==> src/rtl/std_op_driver.sv <==
// Initiator side of the std valid/ready + read_in/read_out operator handshake.
// Latches one operand pair per go, drives the operator, and captures the result or times out.
module std_op_driver #(
   parameter int WIDTH   = 32,
   parameter int TIMEOUT = 16
) (
   input  logic             clk,
   input  logic             reset,
   input  logic             go,
   input  logic [WIDTH-1:0] left_in,
   input  logic [WIDTH-1:0] right_in,
   output logic             busy,
   output logic             done,
   output logic [WIDTH-1:0] result,
   output logic             result_read_out,
   output logic             err,
   output logic [WIDTH-1:0] op_left,
   output logic             op_left_read_in,
   output logic [WIDTH-1:0] op_right,
   output logic             op_right_read_in,
   output logic             op_valid,
   input  logic             op_ready,
   input  logic [WIDTH-1:0] op_out,
   input  logic             op_out_read_out
);

   localparam int CNT_W = $clog2(TIMEOUT + 1);
   localparam logic [CNT_W-1:0] CNT_LAST = CNT_W'(TIMEOUT - 1);

   typedef enum logic [1:0] {
      IDLE = 2'd0,
      BUSY = 2'd1,
      DONE = 2'd2,
      ERR  = 2'd3
   } state_t;

   state_t           state_q, state_d;
   logic [CNT_W-1:0] cnt_q, cnt_d;
   logic [WIDTH-1:0] left_q, left_d;
   logic [WIDTH-1:0] right_q, right_d;
   logic [WIDTH-1:0] result_q, result_d;
   logic             result_valid_q, result_valid_d;
   logic             err_q, err_d;

   logic             response;
   logic             last_cycle;

   assign response   = op_ready && op_out_read_out;
   assign last_cycle = (cnt_q == CNT_LAST);

   always_ff @(posedge clk) begin
      if (reset) begin
         state_q        <= IDLE;
         cnt_q          <= '0;
         left_q         <= '0;
         right_q        <= '0;
         result_q       <= '0;
         result_valid_q <= 1'b0;
         err_q          <= 1'b0;
      end else begin
         state_q        <= state_d;
         cnt_q          <= cnt_d;
         left_q         <= left_d;
         right_q        <= right_d;
         result_q       <= result_d;
         result_valid_q <= result_valid_d;
         err_q          <= err_d;
      end
   end

   // A response in the last allowed BUSY cycle still wins over the timeout.
   always_comb begin
      state_d = state_q;
      case (state_q)
         IDLE: if (go) state_d = BUSY;
         BUSY: begin
            if (response)        state_d = DONE;
            else if (last_cycle) state_d = ERR;
         end
         DONE:    state_d = IDLE;
         ERR:     state_d = IDLE;
         default: state_d = IDLE;
      endcase
   end

   // Status flags are set on entry to DONE/ERR so they are visible alongside the done pulse.
   always_comb begin
      cnt_d          = cnt_q;
      left_d         = left_q;
      right_d        = right_q;
      result_d       = result_q;
      result_valid_d = result_valid_q;
      err_d          = err_q;
      case (state_q)
         IDLE: begin
            if (go) begin
               left_d         = left_in;
               right_d        = right_in;
               cnt_d          = '0;
               result_valid_d = 1'b0;
               err_d          = 1'b0;
            end
         end
         BUSY: begin
            if (response) begin
               result_d       = op_out;
               result_valid_d = 1'b1;
            end else if (last_cycle) begin
               err_d = 1'b1;
            end else begin
               cnt_d = cnt_q + CNT_W'(1);
            end
         end
         default: ;
      endcase
   end

   always_comb begin
      busy             = (state_q != IDLE);
      done             = (state_q == DONE) || (state_q == ERR);
      op_valid         = (state_q == BUSY);
      op_left_read_in  = (state_q == BUSY);
      op_right_read_in = (state_q == BUSY);
   end

   assign op_left         = left_q;
   assign op_right        = right_q;
   assign result          = result_q;
   assign result_read_out = result_valid_q;
   assign err             = err_q;

endmodule

==> config.mk <==
export PLATFORM = sky130hd
export DESIGN_NAME = std_op_driver
export DESIGN_NICKNAME = d
export VERILOG_FILES = /design/src/rtl/std_op_driver.sv
export SDC_FILE = /design/constraint.sdc
export NUM_CORES = 1
export LEC_CHECK = 0
export ABC_AREA = 1
export ABC_CLOCK_PERIOD_IN_PS = 4400
export BUFFER_PORTS_ARGS = -buffer_cell sky130_fd_sc_hd__buf_2
export CORE_ASPECT_RATIO = 1.4
export CORE_MARGIN = 2
export CORE_UTILIZATION = 48
export DETAILED_ROUTE_END_ITERATION = 10
export PLACE_DENSITY = 0.91
export SETUP_SLACK_MARGIN = 0.02
export SKIP_CTS_REPAIR_TIMING = 1
export SYNTH_ARGS = -nofsm -noshare
export SYNTH_HDL_FRONTEND = slang
export SYNTH_SLANG_ARGS = --single-unit
==> constraint.sdc <==
create_clock -name clk -period 4.4 [get_ports clk]
set_clock_uncertainty 0.05 [all_clocks]
set_input_delay 0.44 -clock clk [delete_from_list [all_inputs] [get_ports clk]]
set_output_delay 0.44 -clock clk [all_outputs]
set_load 0.03 [all_outputs]
==> results of run 1 <==
[cell type report]
class                      count  share of cell area, %
multi-input combinational    333                   29.3
tap                          100                   2.55
clock buffer                  13                   3.23
sequential                   105                   42.8
clock inverter                 3                  0.305
timing repair buffer         204                   20.8
inverter                      13                  0.993
[metrics by stage]
step	power [uW]	cell area, um2	cells	hold WS, ps	setup WS (ps)
2_1_floorplan	1380	3780	484	408	2950
3_3_place_gp	1510	4740	755	408	2220
3_5_place_dp	1520	4740	755	417	2160
4_1_cts	2050	4920	771	239	2250
5_1_grt	2120	4920	771	247	1970
6_report	2030	4920	771	257	2270
[flip-flops by register name, summed over array words and instances (netlist names)]
register	flops
err	1
result_read_out	1
result	32
state_q	2
op_left	32
cnt_q	5
op_right	32
[cells in the mapped netlist]
library cell	instances	area share (%)
a21oi_1	5	0.66
nand3_2	2	0.53
nand2_1	17	1.7
o21ai_0	84	11
clkbuf_1	16	1.6
buf_4	11	2.2
nor2_1	198	20
o21a_1	1	0.20
dfxtp_1	105	56
nand3b_1	1	0.20
buf_6	3	0.89
nand4_1	2	0.33
o21ai_1	13	1.7
inv_1	7	0.69
inv_2	6	0.59
ha_1	2	0.66
nor2_4	2	0.59
buf_2	3	0.40
nand3_1	6	0.79
[how the worst max path moves through the flow]
stage / from / end / slack, ps / cells after the start
final: state_q[1] / op_right[4] / 2270 / 5
after global routing: state_q[1] / op_right[18] / 1970 / 5
after CTS: state_q[1] / result[3] / 2250 / 6
after detailed placement: go / op_right[4] / 2160 / 5
after global placement: go / state_q[0] / 2220 / 4
after floorplan: cnt_q[0] / cnt_q[1] / 2950 / 10
[metal layers]
metal  global-route usage, %  up-vias  part of all wire [%]
met5                       0        -                     0
met4                    8.99        0                   1.4
met3                    5.38       11                   7.7
met2                    38.1      154                    49
met1                    22.9     1717                    42
li1                        -     1900                     -
[power groups by stage]
stage          logic [uW]  registers, uW  clock network (uW)
2_1_floorplan         162           1220                   0
3_3_place_gp          428           1080                   0
3_5_place_dp          438           1080                   0
4_1_cts               439           1060                 549
5_1_grt               477           1070                 579
6_report              436           1060                 530
[worst min-delay path: stages]
cell and delay [ps]:
buf_2 70, nor2_1 30, nor2_1 80
[cell families (layout without fill, tap and decap cells)]
group | Yosys count | count (layout) | share of synthesized area, %
AO/OA/AOI/OAI | 103 | 103 | 13.7
adder cells (fa/ha/maj) | 2 | 2 | 0.661
buffers and inverters | 46 | 233 | 6.35
flip-flops | 105 | 105 | 55.5
AND/OR/NAND/NOR | 228 | 228 | 23.8
==> flow_summary.toml, run 1 <==
[power_and_ir_drop]
pwr-share-clk_pct = 26.1
seqPwrFrac_pct = 52.3
p_sw_uw = 634
power_frac_comb_pct = 21.5
ir_drop_uv = 263
internal_power_uw = 1390
switching_share_pct = 31.3
leakage_uw = 0.00254
p_per_area_mw_per_mm2 = 412

[synthesis]
syn_area_mm2 = 0.00378
synth_cells = 484
yosys_register_bits = 105
syn_avg_cell_area_um2 = 7.82
syn_nets = 587
synthDistinctLibCells = 19
seq_area_frac_synth_pct = 55.5
yosysWarnings = 0

[clock_tree]
cts_tree = "done"
cts_made_buffers = 9
cts-root-buf = "clkbuf_8"
cts_buffer_depth = 2
insertion_delay_ps = 340
cts.sinks = 105
clk_pin_slew_worst_paths_ps = 90
cts_max_level = 3

[final_layout]
antenna_cells = 0
layout_common_cells = "buf_2, nor2_1, dfxtp_1"
nets = 769
area_delta_synth_final_pct = 29.9
fillers = 672
drive_above_1_share_pct = 34.0
seqCellArea_mm2 = 0.00210
final_core_util_pct = 63.8
final_common_cell = "buf_2"
multi_input_area_mm2 = 0.00144

[global_routing]
grt_overflow = 0
grt_pass1_vias = 3479
grt_max_degree = 101
grt_use_total_pct = 21.0
grt_antenna_before_repair = 0
grt_pass1_wl_mm = 14.7

[sta]
rsz0062_at_grt = "no"
slew-limit-headroom_pct = 12.4
min_period_ps = 2130
setup_viol_count_final = 0
final_hold_viol_count = 0
maxSlewViolCount = 0
fin_tns_setup_ps = 0
worst_slew_pin_slew_ps = 1310
max_freq_mhz = 470
period_share_pct = 48.4

[routing]
ant_nets = 0
drt_iter0_markers = 188
detail_route.vias_per_cell = 4.91
dr.pass1.iters = 4
wl_per_cell_um = 12.2
drc_errors = 0
wl_mm = 9.40
vias = 3782

[setup_path]
reg2reg_depth = 5
crit_family = "buffers and inverters"
worstReg2RegStart = "state_q[1]"
reg2reg_to = "op_right[4]"
critPathLaunchType = "flop"
cp_slowest_stage_delay_ps = 930
r2r_setup_slack_ps = 2270
crit_required_ps = 4620
cp_max_fo = 65
worstSetupPathType = "flop to flop"
cp_cell_sequence = "inv_2 > nand3_2 > inv_2 > nor2_1 > nor2_1"
endpoint_kind = "flop"
slowest_stage = "inv_2"
path_buf_inv = 2
critPathArrivalTime_ps = 2350

[floorplanning]
fp.dieW_um = 79.1
row_count = 38
coreArea_mm2 = 0.00770
dieArea_mm2 = 0.00862
io_pins = 204
initial_core_util_pct = 49.1
die_h_um = 109

[job]
cap_violations = 0

[min_path]
holdPathStages = 3
worstHoldPathType = "primary input to flop"
min_to = "result[20]"
hp-start = "op_out[20]"

[placement]
place_congestion = 0.743
dp_hpwl_mm = 6.63
portBuffers = 203

[outcome]
status = "completed"
Power figures use the tool's default switching activity.
==> inputs of run 2 (changes only) <==
- ABC_CLOCK_PERIOD_IN_PS: 4400 -> 1800
- CORE_UTILIZATION: 48 -> 40
- PLACE_DENSITY: 0.91 -> 0.82
- clock period: 4.4 -> 1.8 ns (I/O delays scaled with it)
==> run 2 against run 1 <==
Effect of this change: clock power rose to 3.7 times the previous value; final cell count up 1.9%; flip-flop and latch count unchanged; critical path depth up 4; total power rose to 2.8 times the previous value; non-clock buffer count up 5; via count down 0.50%; largest power group unchanged.
==> flow_summary.toml, run 2 (synthesized netlist as in run 1, its figures left out) <==
[power_and_ir_drop]
seqPwrFrac_pct = 46.1
internal_power_uw = 3940
switching_share_pct = 29.9
power_frac_comb_pct = 19.4
p_sw_uw = 1690
leakage_uw = 0.00264
p_per_area_mw_per_mm2 = 1090
ir_drop_uv = 573
pwr-share-clk_pct = 34.5

[routing]
vias = 3763
drt_iter0_markers = 149
dr.pass1.iters = 4
detail_route.vias_per_cell = 4.79
wl_mm = 9.57
wl_per_cell_um = 12.2
ant_nets = 0
drc_errors = 0

[setup_path]
cp_slowest_stage_delay_ps = 360
crit_required_ps = 2010
critPathLaunchType = "flop"
endpoint_kind = "flop"
critPathArrivalTime_ps = 1850
worstSetupPathType = "flop to flop"
path_buf_inv = 1
slowest_stage = "dfxtp_1"
cp_cell_sequence = "ha_1 > nand2_1 > nor2_1 > ha_1 > inv_1 > nand3_2 > nand2_2 > nand2_1 > o21ai_0"
crit_family = "simple AND/OR/NAND/NOR gates"
cp_max_fo = 7

[final_layout]
nets = 774
antenna_cells = 0
drive_above_1_share_pct = 34.9
final_common_cell = "buf_2"
area_delta_synth_final_pct = 36.0
layout_common_cells = "buf_2, nor2_1, dfxtp_1"
final_core_util_pct = 55.0
fillers = 918

[clock_tree]
cts-root-buf = "clkbuf_16"
cts_buffer_depth = 2
cts_made_buffers = 9
cts_max_level = 3
cts.sinks = 105
clk_pin_slew_worst_paths_ps = 70
insertion_delay_ps = 330
cts_tree = "done"

[global_routing]
grt_use_total_pct = 18.3
grt_overflow = 0
grt_max_degree = 66
grt_pass1_wl_mm = 15.3
grt_antenna_before_repair = 1
grt_pass1_vias = 3505

[floorplanning]
die_h_um = 119
coreArea_mm2 = 0.00935
row_count = 42
fp.dieW_um = 86.2
dieArea_mm2 = 0.0103
initial_core_util_pct = 40.5
io_pins = 204

[sta]
slew-limit-headroom_pct = 64.3
final_hold_viol_count = 0
rsz0062_at_grt = "no"
worst_slew_pin_slew_ps = 534
fin_tns_setup_ps = 0
max_freq_mhz = 610
whs_ps = 12.7
min_period_ps = 1640
maxSlewViolCount = 0
setup_viol_count_final = 0
period_share_pct = 91.0

[min_path]
worstHoldPathType = "primary input to flop"

[job]
cap_violations = 0

[placement]
dp_hpwl_mm = 6.92
place_congestion = 0.844
portBuffers = 203

[outcome]
status = "completed"
## run 2: worst paths after layout
check	depth (start not counted)	end	start	slack, ps
min reg2reg	2	err	err	420
max	9	cnt_q[3]	cnt_q[0]	160
min	3	result[27]	op_out[27]	10
max reg2reg	9	cnt_q[3]	cnt_q[0]	160
## run 2: per-layer routing
layer / vias to the layer above / wire (um) / GRT usage, %
met3: 18 / 677 / 5.47
met2: 133 / 4950 / 32.9
met4: 2 / 198 / 7.03
met1: 1698 / 3730 / 19.9
met5: - / 12 / 0
li1: 1912 / - / -
## run 2: metrics by stage
step | area [um2] | worst slack, ps | std cells | total power, uW
2_1_floorplan | 3780 | 354 | 484 | 3380
3_3_place_gp | 4840 | 277 | 770 | 3710
3_5_place_dp | 4840 | 148 | 770 | 3740
4_1_cts | 5140 | 140 | 786 | 5710
5_1_grt | 5150 | 46.8 | 786 | 5910
6_report | 5150 | 162 | 786 | 5630
## run 2: power by group through the flow
stage | Combinational, uW | Sequential [uW] | Clock (uW)
6_report | 1090 | 2590 | 1940
5_1_grt | 1200 | 2610 | 2100
4_1_cts | 1100 | 2590 | 2010
3_5_place_dp | 1100 | 2650 | 0
3_3_place_gp | 1080 | 2640 | 0
2_1_floorplan | 396 | 2980 | 0
## run 2: worst register-to-register path, stage by stage (launching register included)
cell and delay, ps:
dfxtp_1 360, ha_1 230, nand2_1 90, nor2_1 50
ha_1 190, inv_1 70, nand3_2 160, nand2_2 160
nand2_1 60, o21ai_0 150
## run 2: final cells by class
cell class / count / area (um2) / share of cell area (%)
flip-flops and latches: 105 / 2100 / 40.8
repair buffers: 209 / 1110 / 21.6
inverters: 13 / 48.8 / 0.948
clock buffers: 9 / 225 / 4.38
well taps: 110 / 138 / 2.67
multi-input cells: 333 / 1450 / 28.1
clock inverters: 7 / 76.3 / 1.48
==> inputs of run 3 (changes only) <==
- ABC_CLOCK_PERIOD_IN_PS: 1800 -> 2000
- CAP_MARGIN: default -> 20
- CORE_UTILIZATION: 40 -> 48
- PLACE_DENSITY: 0.82 -> 0.91
- clock period: 1.8 -> 2 ns (I/O delays scaled with it)
==> run 3 against run 2 <==
Effect of this change: die area down 16%; utilization up 9.9 points; non-clock buffer count up 1; sequential share of layout area up 1.2 points; highest routed layer is now met4; sequential power down 10%; final cell count down 1.1%; via count up 3.3%; critical endpoint unchanged; clock power down 39%; first-iteration DRC count down 4.0%.
==> flow_summary.toml, run 3 (synthesized netlist as in run 1, its figures left out) <==
[outcome]
status = "completed"

[setup_path]
cp_slowest_stage_delay_ps = 360
endpoint_kind = "flop"
crit_required_ps = 2230
cp_cell_sequence = "ha_1 > nand2_1 > nor2_1 > ha_1 > inv_1 > nand3_2 > nand2_1 > nand2_1 > o21ai_0"
worstReg2RegStart = "cnt_q[0]"
critPathMostFrequentCell = "nand2_1"
reg2reg_to = "cnt_q[3]"
r2r_setup_slack_ps = 330
cp_max_fo = 7
critPathLaunchType = "flop"
critPathArrivalTime_ps = 1900
slowest_stage = "dfxtp_1"
reg2reg_depth = 9
worstSetupPathType = "flop to flop"

[clock_tree]
cts_made_buffers = 9
insertion_delay_ps = 350
clk_pin_slew_worst_paths_ps = 90
cts_max_level = 3
cts_buffer_depth = 2
cts-root-buf = "clkbuf_8"
cts_tree = "done"
cts.sinks = 105

[final_layout]
fillers = 668
antenna_cells = 0
seqCellArea_mm2 = 0.00210
nets = 775
final_common_cell = "buf_2"
drive_above_1_share_pct = 34.3
layout_common_cells = "buf_2, nor2_1, dfxtp_1"
area_delta_synth_final_pct = 32.2
multi_input_area_mm2 = 0.00144
instances_no_fill = 777

[sta]
worst_slew_pin_slew_ps = 540
slew-limit-headroom_pct = 63.9
min_period_ps = 1670
period_share_pct = 83.6
max_freq_mhz = 598
setup_viol_count_final = 0
rsz0062_at_grt = "no"
maxSlewViolCount = 0
fin_tns_setup_ps = 0
final_hold_viol_count = 0

[routing]
vias = 3887
ant_nets = 0
wl_met3_um = 896
drc_errors = 0
wl_mm = 9.90
detail_route.vias_per_cell = 5.00
dr.pass1.iters = 4
wl_met2_mm = 5.01
dr.max_layer_used = "met4"
met1Wirelength_mm = 3.90
drt_iter0_markers = 143
wl_per_cell_um = 12.7

[min_path]
min_to = "result[18]"
worstHoldPathType = "primary input to flop"
hp-start = "op_out[18]"
holdPathStages = 3

[global_routing]
grt_use_total_pct = 21.6
grt_overflow = 0
grt_pass1_vias = 3558
grt_pass1_wl_mm = 15.1
grt_max_degree = 62
grt_antenna_before_repair = 0

[floorplanning]
die_h_um = 109
row_count = 38
initial_core_util_pct = 49.1
coreArea_mm2 = 0.00770
fp.dieW_um = 79.1
io_pins = 204
dieArea_mm2 = 0.00862

[power_and_ir_drop]
leakage_uw = 0.00258
p_per_area_mw_per_mm2 = 898
ir_drop_uv = 502

[placement]
place_congestion = 0.811
dp_hpwl_mm = 7.10
post-place-cells = 760
portBuffers = 203

[job]
cap_violations = 0
## run 3: changes by cell type in the layout (fill, tap and decap cells not counted), moves of 2 or more
cell       previous run  this run
clkbuf_1              0         3
inv_6                 2         0
clkbuf_8              0        11
clkbuf_16             9         0
## run 3: worst max path at each step
stage / from / slack, ps / to / depth (start not counted)
6_report: cnt_q[0] / 330 / cnt_q[3] / 9
5_1_grt: cnt_q[0] / 160 / cnt_q[3] / 9
4_1_cts: cnt_q[0] / 340 / cnt_q[3] / 9
3_5_place_dp: cnt_q[0] / 340 / cnt_q[3] / 9
3_3_place_gp: cnt_q[0] / 490 / cnt_q[3] / 9
2_1_floorplan: cnt_q[0] / 550 / cnt_q[1] / 10
## run 3: area by class of cell
class	instances	share of cell area, %
Inverter	13	0.975
Timing Repair Buffer	210	22.2
Tap cell	100	2.50
Clock inverter	2	0.250
Clock buffer	14	3.25
Sequential cell	105	42.0
Multi-Input combinational cell	333	28.8
## run 3: power by group
group | switching [uW] | internal, uW | leakage (uW) | total (uW)
logic | 678 | 311 | 0.00163 | 988
registers | 79.0 | 2250 | 0.000864 | 2330
clock network | 653 | 522 | 0.0000867 | 1180
total | 1410 | 3080 | 0.00258 | 4490
## run 3: per-layer routing
layer | vias to the layer above | track usage [%]
met5 | - | 0
met4 | 0 | 7.64
met3 | 12 | 6.54
met2 | 180 | 40.1
met1 | 1786 | 22.9
li1 | 1909 | -
## run 3: stage by stage
step | utilization, % | area (um2) | setup WS (ps) | hold WS, ps | total power, uW
floorplan | - | 3780 | 554 | 219 | 3040
global placement | 62.5 | 4820 | 490 | 370 | 3330
detailed placement | 62.5 | 4820 | 344 | 380 | 3370
CTS | 64.8 | 4990 | 339 | 2.95 | 4530
global route | 64.9 | 5000 | 160 | 3.49 | 4710
finish | 64.9 | 5000 | 328 | 15.9 | 4490
## run 3: critical path, delay by kind of cell (launching register included)
kind / cells / cell delay, ps
adders and majority gates: 2 / 420
AOI/OAI and AO/OA: 1 / 150
buffers and inverters: 1 / 70
DFF: 1 / 360
and+or+nand+nor: 5 / 530
